===== config.mk =====
export PLATFORM = sky130hd
export DESIGN_NAME = uart_tx_fifo
export DESIGN_NICKNAME = d
export VERILOG_FILES = /design/src/rtl/uart_pkg.sv /design/src/rtl/uart_sync_fifo.sv /design/src/rtl/uart_tx_fifo.sv
export SDC_FILE = /design/constraint.sdc
export NUM_CORES = 1
export LEC_CHECK = 0
export BUFFER_PORTS_ARGS = -buffer_cell sky130_fd_sc_hd__buf_2
export CAP_MARGIN = 0
export CORE_AREA = 3 3 117 131
export CTS_BUF_LIST = sky130_fd_sc_hd__clkbuf_8
export DETAILED_ROUTE_END_ITERATION = 8
export DIE_AREA = 0 0 120 134
export PLACE_DENSITY = 0.62
export SYNTH_ARGS = -nofsm -noshare
export SYNTH_HDL_FRONTEND = slang
export SYNTH_HIERARCHICAL = 1
export SYNTH_SLANG_ARGS = --single-unit

===== constraint.sdc =====
create_clock -name clk -period 4.45 [get_ports clk]
set_clock_uncertainty 0.2 [all_clocks]
set_input_delay 0.2225 -clock clk [delete_from_list [all_inputs] [get_ports clk]]
set_output_delay 0.2225 -clock clk [all_outputs]
set_load 0.02 [all_outputs]

===== src/rtl/uart_pkg.sv =====
// uart_pkg: shared types and parameter helpers for the UART blocks.
//   tx_state_t      - transmitter FSM states (PARITY is only reachable when
//                     UART_TX_PARITY_EN is defined).
//   baud_div()      - clock cycles per bit, integer divide.
//   *_ok()          - parameter-legality predicates, evaluated at elaboration.
package uart_pkg;

  typedef enum logic [2:0] {
    IDLE,
    START,
    DATA,
    PARITY,
    STOP
  } tx_state_t;

  function automatic int baud_div(input int clk_freq, input int baud);
    return (baud > 0) ? clk_freq / baud : 0;
  endfunction

  function automatic bit frame_params_ok(input int clk_freq, input int baud,
                                         input int data_bits, input int stop_bits);
    return (baud_div(clk_freq, baud) >= 4) &&
           (data_bits >= 5) && (data_bits <= 8) &&
           ((stop_bits == 1) || (stop_bits == 2));
  endfunction

  function automatic bit parity_sel_ok(input int parity_odd);
    return (parity_odd == 0) || (parity_odd == 1);
  endfunction

  function automatic bit fifo_depth_ok(input int depth);
    return (depth >= 2) && ((depth & (depth - 1)) == 0);
  endfunction

endpackage


===== src/rtl/uart_sync_fifo.sv =====
// uart_sync_fifo: single-clock FIFO with a separate occupancy counter.
//   clk, rst_n   - clock, asynchronous active-low reset (control state only)
//   push, wdata  - write request / data; ignored while full
//   pop, rdata   - read request / head entry (combinational read of the head)
//   full         - registered, taken from next-state occupancy
//   empty, level - occupancy flags, level is 0..DEPTH
module uart_sync_fifo #(
  parameter int WIDTH = 8,
  parameter int DEPTH = 16
) (
  input  logic                     clk,
  input  logic                     rst_n,
  input  logic                     push,
  input  logic [WIDTH-1:0]         wdata,
  input  logic                     pop,
  output logic [WIDTH-1:0]         rdata,
  output logic                     full,
  output logic                     empty,
  output logic [$clog2(DEPTH):0]   level
);

  localparam int AW = $clog2(DEPTH);
  localparam int LW = AW + 1;

  logic [WIDTH-1:0] mem [DEPTH];
  logic [AW-1:0]    wr_ptr, rd_ptr;
  logic [LW-1:0]    count, count_next;
  logic             do_push, do_pop;

  assign do_push = push && !full;
  assign do_pop  = pop && !empty;

  always_comb begin
    count_next = count;
    case ({do_push, do_pop})
      2'b10:   count_next = count + 1'b1;
      2'b01:   count_next = count - 1'b1;
      default: count_next = count;
    endcase
  end

  // Pointers wrap naturally at DEPTH (power of two); full/empty come from count.
  always_ff @(posedge clk or negedge rst_n) begin
    if (!rst_n) begin
      wr_ptr <= '0;
      rd_ptr <= '0;
      count  <= '0;
      full   <= 1'b0;
    end else begin
      if (do_push) wr_ptr <= wr_ptr + 1'b1;
      if (do_pop)  rd_ptr <= rd_ptr + 1'b1;
      count <= count_next;
      full  <= (count_next == LW'(DEPTH));
    end
  end

  always_ff @(posedge clk) begin
    if (do_push) mem[wr_ptr] <= wdata;
  end

  assign rdata = mem[rd_ptr];
  assign empty = (count == '0);
  assign level = count;

endmodule


===== src/rtl/uart_tx_fifo.sv =====
// uart_tx_fifo: UART transmitter fed by an internal TX FIFO.
//   clk, rst_n  - clock, asynchronous active-low reset
//   tx_data     - byte to queue; bits above DATA_BITS-1 are ignored
//   tx_valid    - write request, accepted when tx_valid && tx_ready
//   tx_ready    - FIFO not full (registered)
//   txd         - serial line, LSB first, idles high
//   tx_busy     - FSM not idle or FIFO non-empty
//   fifo_level  - FIFO occupancy 0..FIFO_DEPTH
// Optional feature: define UART_TX_PARITY_EN to insert a parity bit after the
// data bits (even parity, or odd when PARITY_ODD=1).
module uart_tx_fifo
  import uart_pkg::*;
#(
  parameter int CLK_FREQ   = 27_000_000,
  parameter int UART_BAUD  = 115200,
  parameter int DATA_BITS  = 8,
  parameter int STOP_BITS  = 1,
  parameter int FIFO_DEPTH = 16,
  parameter int PARITY_ODD = 0
) (
  input  logic                        clk,
  input  logic                        rst_n,
  input  logic [7:0]                  tx_data,
  input  logic                        tx_valid,
  output logic                        tx_ready,
  output logic                        txd,
  output logic                        tx_busy,
  output logic [$clog2(FIFO_DEPTH):0] fifo_level
);

  localparam int BAUD_DIV = baud_div(CLK_FREQ, UART_BAUD);
  localparam int BW       = $clog2(BAUD_DIV);

  if (!frame_params_ok(CLK_FREQ, UART_BAUD, DATA_BITS, STOP_BITS) ||
      !parity_sel_ok(PARITY_ODD) || !fifo_depth_ok(FIFO_DEPTH)) begin : g_bad_params
    $error("uart_tx_fifo: illegal parameter set");
  end

  tx_state_t     state, state_d;
  logic [BW-1:0] baud_cnt;
  logic [2:0]    bit_cnt;
  logic          stop_cnt;
  logic [7:0]    shift;
  logic          avail;
  logic          tick, pop, txd_d;
  logic          fifo_full, fifo_empty;
  logic [7:0]    fifo_rdata;
`ifdef UART_TX_PARITY_EN
  localparam logic [7:0] DATA_MASK = 8'((1 << DATA_BITS) - 1);
  logic par_bit;
`endif

  uart_sync_fifo #(
    .WIDTH (8),
    .DEPTH (FIFO_DEPTH)
  ) u_fifo (
    .clk   (clk),
    .rst_n (rst_n),
    .push  (tx_valid),
    .wdata (tx_data),
    .pop   (pop),
    .rdata (fifo_rdata),
    .full  (fifo_full),
    .empty (fifo_empty),
    .level (fifo_level)
  );

  assign tx_ready = !fifo_full;
  assign tx_busy  = (state != IDLE) || !fifo_empty;
  assign tick     = (baud_cnt == BW'(BAUD_DIV - 1));

  // IDLE looks at a registered copy of "FIFO non-empty", so a write into an
  // empty FIFO starts the frame two edges after it is accepted. STOP looks at
  // the live flag so back-to-back frames follow with no gap.
  always_comb begin
    state_d = state;
    pop     = 1'b0;
    txd_d   = txd;
    case (state)
      IDLE: begin
        if (avail) begin
          pop     = 1'b1;
          state_d = START;
          txd_d   = 1'b0;
        end
      end
      START: begin
        if (tick) begin
          state_d = DATA;
          txd_d   = shift[0];
        end
      end
      DATA: begin
        if (tick) begin
          if (bit_cnt == 3'(DATA_BITS - 1)) begin
`ifdef UART_TX_PARITY_EN
            state_d = PARITY;
            txd_d   = par_bit;
`else
            state_d = STOP;
            txd_d   = 1'b1;
`endif
          end else begin
            // shift moves right on this same edge, so the next bit is shift[1]
            txd_d = shift[1];
          end
        end
      end
`ifdef UART_TX_PARITY_EN
      PARITY: begin
        if (tick) begin
          state_d = STOP;
          txd_d   = 1'b1;
        end
      end
`endif
      STOP: begin
        if (tick && (stop_cnt == 1'(STOP_BITS - 1))) begin
          if (!fifo_empty) begin
            pop     = 1'b1;
            state_d = START;
            txd_d   = 1'b0;
          end else begin
            state_d = IDLE;
            txd_d   = 1'b1;
          end
        end
      end
      default: begin
        state_d = IDLE;
        txd_d   = 1'b1;
      end
    endcase
  end

  always_ff @(posedge clk or negedge rst_n) begin
    if (!rst_n) begin
      state    <= IDLE;
      baud_cnt <= '0;
      bit_cnt  <= '0;
      stop_cnt <= 1'b0;
      txd      <= 1'b1;
      avail    <= 1'b0;
    end else begin
      state <= state_d;
      txd   <= txd_d;
      avail <= !fifo_empty;
      if ((state == IDLE) || tick) baud_cnt <= '0;
      else                         baud_cnt <= baud_cnt + 1'b1;
      if (pop)                          bit_cnt <= '0;
      else if ((state == DATA) && tick) bit_cnt <= bit_cnt + 1'b1;
      if (state != STOP) stop_cnt <= 1'b0;
      else if (tick)     stop_cnt <= stop_cnt + 1'b1;
    end
  end

  always_ff @(posedge clk) begin
    if (pop)                          shift <= fifo_rdata;
    else if ((state == DATA) && tick) shift <= shift >> 1;
  end

`ifdef UART_TX_PARITY_EN
  always_ff @(posedge clk) begin
    if (pop) par_bit <= (^(fifo_rdata & DATA_MASK)) ^ 1'(PARITY_ODD);
  end
`endif

endmodule


* Yosys cells after proc, flatten, opt, wreduce, memory -nomap -nowiden *
Memories as Yosys holds them, arrays and structs flattened.
Cells that the tools add are included.

cells by class
  $add $sub $neg = 7
  equal/unequal tests = 14
  multiplexer cells = 28
  bitwise gates (word level) = 1
  reductions and logical operators = 15

operators with widths
  kind                                                                    count
  8-bit 2-to-1 mux                                                        3
  3-bit 2-to-1 mux                                                        7
  1-bit 2-to-1 mux                                                        14
  3-bit case mux with 4 select lines                                      1
  2-bit != test (second input constant)                                   5
  5-bit case mux with 2 select lines                                      1
  4-bit by 1-bit adder with 4-bit output (second input constant)          2
  8-bit by 1-bit adder with 8-bit output (second input constant)          1
  8-bit equality test (second input constant)                             1
  3-bit equality test (second input constant)                             2
  5-bit by 1-bit adder with 5-bit output (second input constant)          1
  5-bit equality test (second input constant)                             1
  5-bit logical NOT                                                       1
  5-bit AND reduction                                                     1
  5-bit by 1-bit subtractor with 5-bit output (second input constant)     1
  1-bit logical AND                                                       4
  1-bit case mux with 4 select lines                                      1
  4-bit AND reduction                                                     1
  2-bit nonzero test                                                      2
  3-bit by 1-bit adder with 3-bit output (second input constant)          1
  3-bit by 1-bit equality test with 1-bit output (second input constant)  1
  3-bit by 2-bit equality test with 1-bit output (second input constant)  1
  3-bit logical NOT                                                       1
  3-bit != test (second input constant)                                   1
  other kinds (8)                                                         10

word-level totals
  register bits after elaboration = 39
  RAM bits = 128
  bits of input ports = 11
  output and inout port bits = 8
  logic and storage cells = 77
  memories = 1

memories
  name        depth  width  read ports  clocked after memory_dff  wr ports  line                  RTL
  u_fifo.mem  16     8      1           0                         1         uart_sync_fifo.sv:25  logic [WIDTH-1:0] mem [DEPTH];

* Depth between registers and ports, before layout *
  depth after elaboration = 8
  depth in mapped cells = 14
  depth with buffers taken out = 13

* Cells and area by module *
Netlist, hierarchy kept.

modules (own cells, without submodules)
  module          times used  cells an instance  area an instance (sq um)  seq. area each (sq um)
  uart_sync_fifo  1           289                5,716.7                   4,194.0
  uart_tx_fifo    1           109                1,287.5                   666.9

* Worst setup path after synthesis *
No wires, ideal clock.

  kind = register to register
  start point = register u_fifo.count[0], in the netlist u_fifo/level[0]
  end point = register u_fifo.full
  library setup time = 0.087 ns
  data arrival time = 3.499 ns
  slack = 0.664 ns
  cell stages (with the launch flop) = 13
  buffers on the path = 0
  clock period less this slack = 3.786 ns
  cells stage by stage = dfrtp_1 -> or4_4 -> nor2_1 -> nor2_1 -> a41oi_4 -> inv_2 -> o21a_4 -> ha_1 -> ha_1 -> a21oi_1 -> a21oi_1 -> or4_1 -> a211oi_2

between the ends
  longest elaborated chain between the ends = 8
  elaborated cells between the ends (all ways) = 12
  classes of those cells = add/sub: 2; eq/ne: 3; mux: 4; reduce/logical: 3

RTL lines
  what                                                                                   line                  RTL
  from (decl)                                                                            uart_sync_fifo.sv:27  logic [LW-1:0] count, count_next;
  from (signal assigned)                                                                 uart_sync_fifo.sv:52  count <= count_next;
  5-bit logical NOT (*)                                                                  uart_sync_fifo.sv:62  assign empty = (count == '0);
  named net fifo_empty                                                                   uart_tx_fifo.sv:46    logic fifo_full, fifo_empty;
  1-bit 2-to-1 mux (*)                                                                   uart_tx_fifo.sv:119   if (!fifo_empty) begin
  1-bit 2-to-1 mux (*)                                                                   uart_tx_fifo.sv:118   if (tick && (stop_cnt == 1'(STOP_BITS - 1))) begin
  1-bit case mux with 2 select lines (*)                                                 uart_tx_fifo.sv:79    case (state)
  named net pop                                                                          uart_tx_fifo.sv:45    logic tick, pop, txd_d;
  1-bit logical AND (*)                                                                  uart_sync_fifo.sv:31  assign do_pop = pop && !empty;
  named net u_fifo.do_pop                                                                uart_sync_fifo.sv:28  logic do_push, do_pop;
  2-bit by 1-bit equality test with 1-bit output or 2-bit equality test (tied branches)  uart_sync_fifo.sv:35  case ({do_push, do_pop})
  5-bit case mux with 2 select lines (*)                                                 uart_sync_fifo.sv:35
  5-bit equality test (*)                                                                uart_sync_fifo.sv:53  full <= (count_next == LW'(DEPTH));
  to (signal assigned)                                                                   uart_sync_fifo.sv:53
  to (decl)                                                                              uart_sync_fifo.sv:17  output logic full,

Mark *: on every way through the listed nets, which the timed path passes. The rest lies on a longest branch.
A chain may end at the register's enable or synchronous reset.

* Final worst setup path *
Same ends and word-level chain as after synthesis.

==> results.txt <==
reg2reg start = u_fifo/level[0]
pin count of the biggest net entering global routing = 32
worst setup path category = flop to flop
sequential share of the synthesized area = 0.6940
Critical Path Max Stage Delay = 0.57 ns
CP required = 4.61 ns
hold violation count in the final report = 0
Int Pwr = 2983 uW
commonest cells in the netlist = 136 x edfxtp_1, 32 x mux4_2, 30 x dfrtp_1
Primary FF master, synth = edfxtp_1
gp weighted congestion = 0.7685
Worst path slowest cell = or4_4
R2R depth = 12
Critical Path Start = u_fifo/level[0]
Synth top area share = 0.5831
DRC = 0
sw frac = 0.3277
Die H = 134 um
ys async rst share = 0.1856
Power Density = 575.0 nW/um2
Clk network pwr share = 0.229
YS warnings = 6
Setup TNS = 0 ns
post-synthesis cell area = 7004 um2
DP Cell Count = 595
synth unique cells = 53
CP Cell Sequence = or4_4 > nor2_1 > nor2_1 > a41oi_4 > inv_2 > o21a_4 > ha_1 > ha_1 > a21oi_1 > a21oi_1 > or4_1 > a211oi_2
design area = 7717 um2
Comb pwr share = 0.292
number of hold buffers added after cts = 9
Sink Count = 167
Final ANT Viol Nets = 0
nets = 456
CP delay by family, top = simple AND/OR/NAND/NOR gates
CP bufs+invs = 1
CP Launch Type = flop
first-pass GRT wire length = 20,320 um
filler cell count in the final layout = 1,153
highest metal used = met4
Max Root-Sink Buffers = 2
Remaining Overflow, GRT = 0
min Tclk post-route = 3.892 ns
Placed Area = 7256 um2
top post-synthesis cells by area = edfxtp_1 58%, dfrtp_1 11%, mux4_2 10%
H-tree depth = 4
Die Width = 120 um
CORE AREA = 14,220 um2
CP Data Arrival Time = 4.06 ns
area leader, netlist = edfxtp_1
Critical Path Sink Type = flop
CTS clk-pin slew, worst paths = 0.08 ns
Hold Path End = u_fifo/wr_ptr[0]
Clock Latency Late Sink = 0.45 ns
CTS Root Cell = clkbuf_8
total setup buffers inserted after CTS = 0
initial core utilization = 0.4927
fin crit share = 0.8745
max-slew violation count = 0
vias in the first global route = 3,598
worst slew pin tran = 0.7430 ns
synthesis-to-finish area growth = 10.18%
Inserted Diodes = 0
TritonCTS Buffers = 17
drt wl/cell = 20.39 um
status = finished clean
CTS tree = done
vias after detailed routing = 3,455
Post-synth EDFFs = 136
sequential share of power = 0.478
share of the core filled with cells = 0.5429
f_max = 257.0 MHz
DP HPWL = 8236 um
gr usage total = 0.1736
hold path depth = 3
Via density = 5.441
HP Class = primary input to flop
synthesized area per cell = 17.60 um2
Synthesized Nets = 423
layout cells sized above 1 = 0.2506
total design power = 4437 uW
RSZ-0062 raised after global routing = no
DRT Pass-1 Iters = 4
most frequent cell after synthesis = edfxtp_1
final std cells w/o fill = 635
Worst VDD drop = 0.0002493 V
switching pwr = 1454 uW
initial antenna violation count = 0
site row count = 46
worst flop-to-flop path endpoint = u_fifo/full
hold path start = tx_valid
Metal-1 WL = 5597 um
CP Max Fanout = 6
IO Count = 19
flop2flop setup slack = 0.56 ns
max_cap viols = 0
Die ar. = 16,080 um2
final setup vio count = 0
initial DRC count = 135
post-cts sizing count = 0
port bufs = 18
wirelength, routed = 12,950 um
Routed met3 length = 452 um
relative slew slack = 0.5028
Synth Instances = 398
met2 WL = 6714 um
P_leak = 0.002702 uW
Synth Register Bits = 167
[kinds of logic after synthesis]
logic type | count (synthesis) | synth area share
AO/OA/AOI/OAI | 33 | 0.04055
flip-flops | 167 | 0.6940
multiplexers | 45 | 0.1240
buffers and inverters | 28 | 0.02215
adder cells (fa/ha/maj) | 14 | 0.02608
AND/OR/NAND/NOR | 95 | 0.07324
XOR/XNOR | 16 | 0.02001
[tightest hold or removal path: cells and delay by family]
kind	cells	cell delay (ns)
AND/OR/NAND/NOR	1	0.22
XOR/XNOR	1	0.16
buffers and inverters	1	0.09
[flip-flops by register name (all words and copies together), names as in the netlist]
register,flops
avail,1
u_fifo/wr_ptr,4
bit_cnt,3
stop_cnt,1
txd,1
baud_cnt,8
u_fifo/rd_ptr,4
u_fifo/level,5
u_fifo/mem,128
shift,8
u_fifo/full,1
state,3
[layout make-up]
cell class	instances	area, um2	area share
Tap cell	192	240.2	0.03113
Clock inverter	14	137.6	0.01783
Inverter	10	37.54	0.004864
Sequential cell	167	4862	0.6300
Timing Repair Buffer	32	217.7	0.02821
Multi-Input combinational cell	203	1988	0.2576
Clock buffer	17	234.0	0.03032
[how the worst max path moves through the flow]
stage	cells after the start	endpoint
after floorplan	12	u_fifo/full
after global placement	12	u_fifo/full
after detailed placement	12	u_fifo/full
after CTS	12	u_fifo/full
after global routing	12	u_fifo/full
final	12	u_fifo/full
[power by group through the flow]
stage | logic [uW] | registers, uW | clock network (uW)
2_1_floorplan | 993 | 2100 | 0
3_3_place_gp | 1290 | 2150 | 0
3_5_place_dp | 1310 | 2160 | 0
4_1_cts | 1320 | 2130 | 1050
5_1_grt | 1420 | 2160 | 1110
6_report | 1300 | 2120 | 1020
[stage by stage]
step | hold slack (ns) | setup WS [ns]
global placement | 0.1039 | 0.7520
global route | 0.07910 | 0.3468
detailed placement | 0.1138 | 0.6178
finish | 0.08371 | 0.5583
floorplan | -0.2731 | 0.6641
CTS | 0.04579 | 0.5833
[metal layers]
metal,up-vias,track usage
met3,13,0.04007
met5,-,0
met2,71,0.2846
met4,0,0.06047
met1,1774,0.2304
li1,1597,-
[placed cells by master, fill, tap and decap left out, types with 13 or more instances in the layout]
cell,n
edfxtp_1,136
mux4_2,32
dfrtp_1,29
nor2_1,20
and2_1,19
nand2_1,18
buf_2,18
clkbuf_8,17
a22oi_1,16
ha_1,13
No activity file was read; power rests on OpenSTA's default activity.
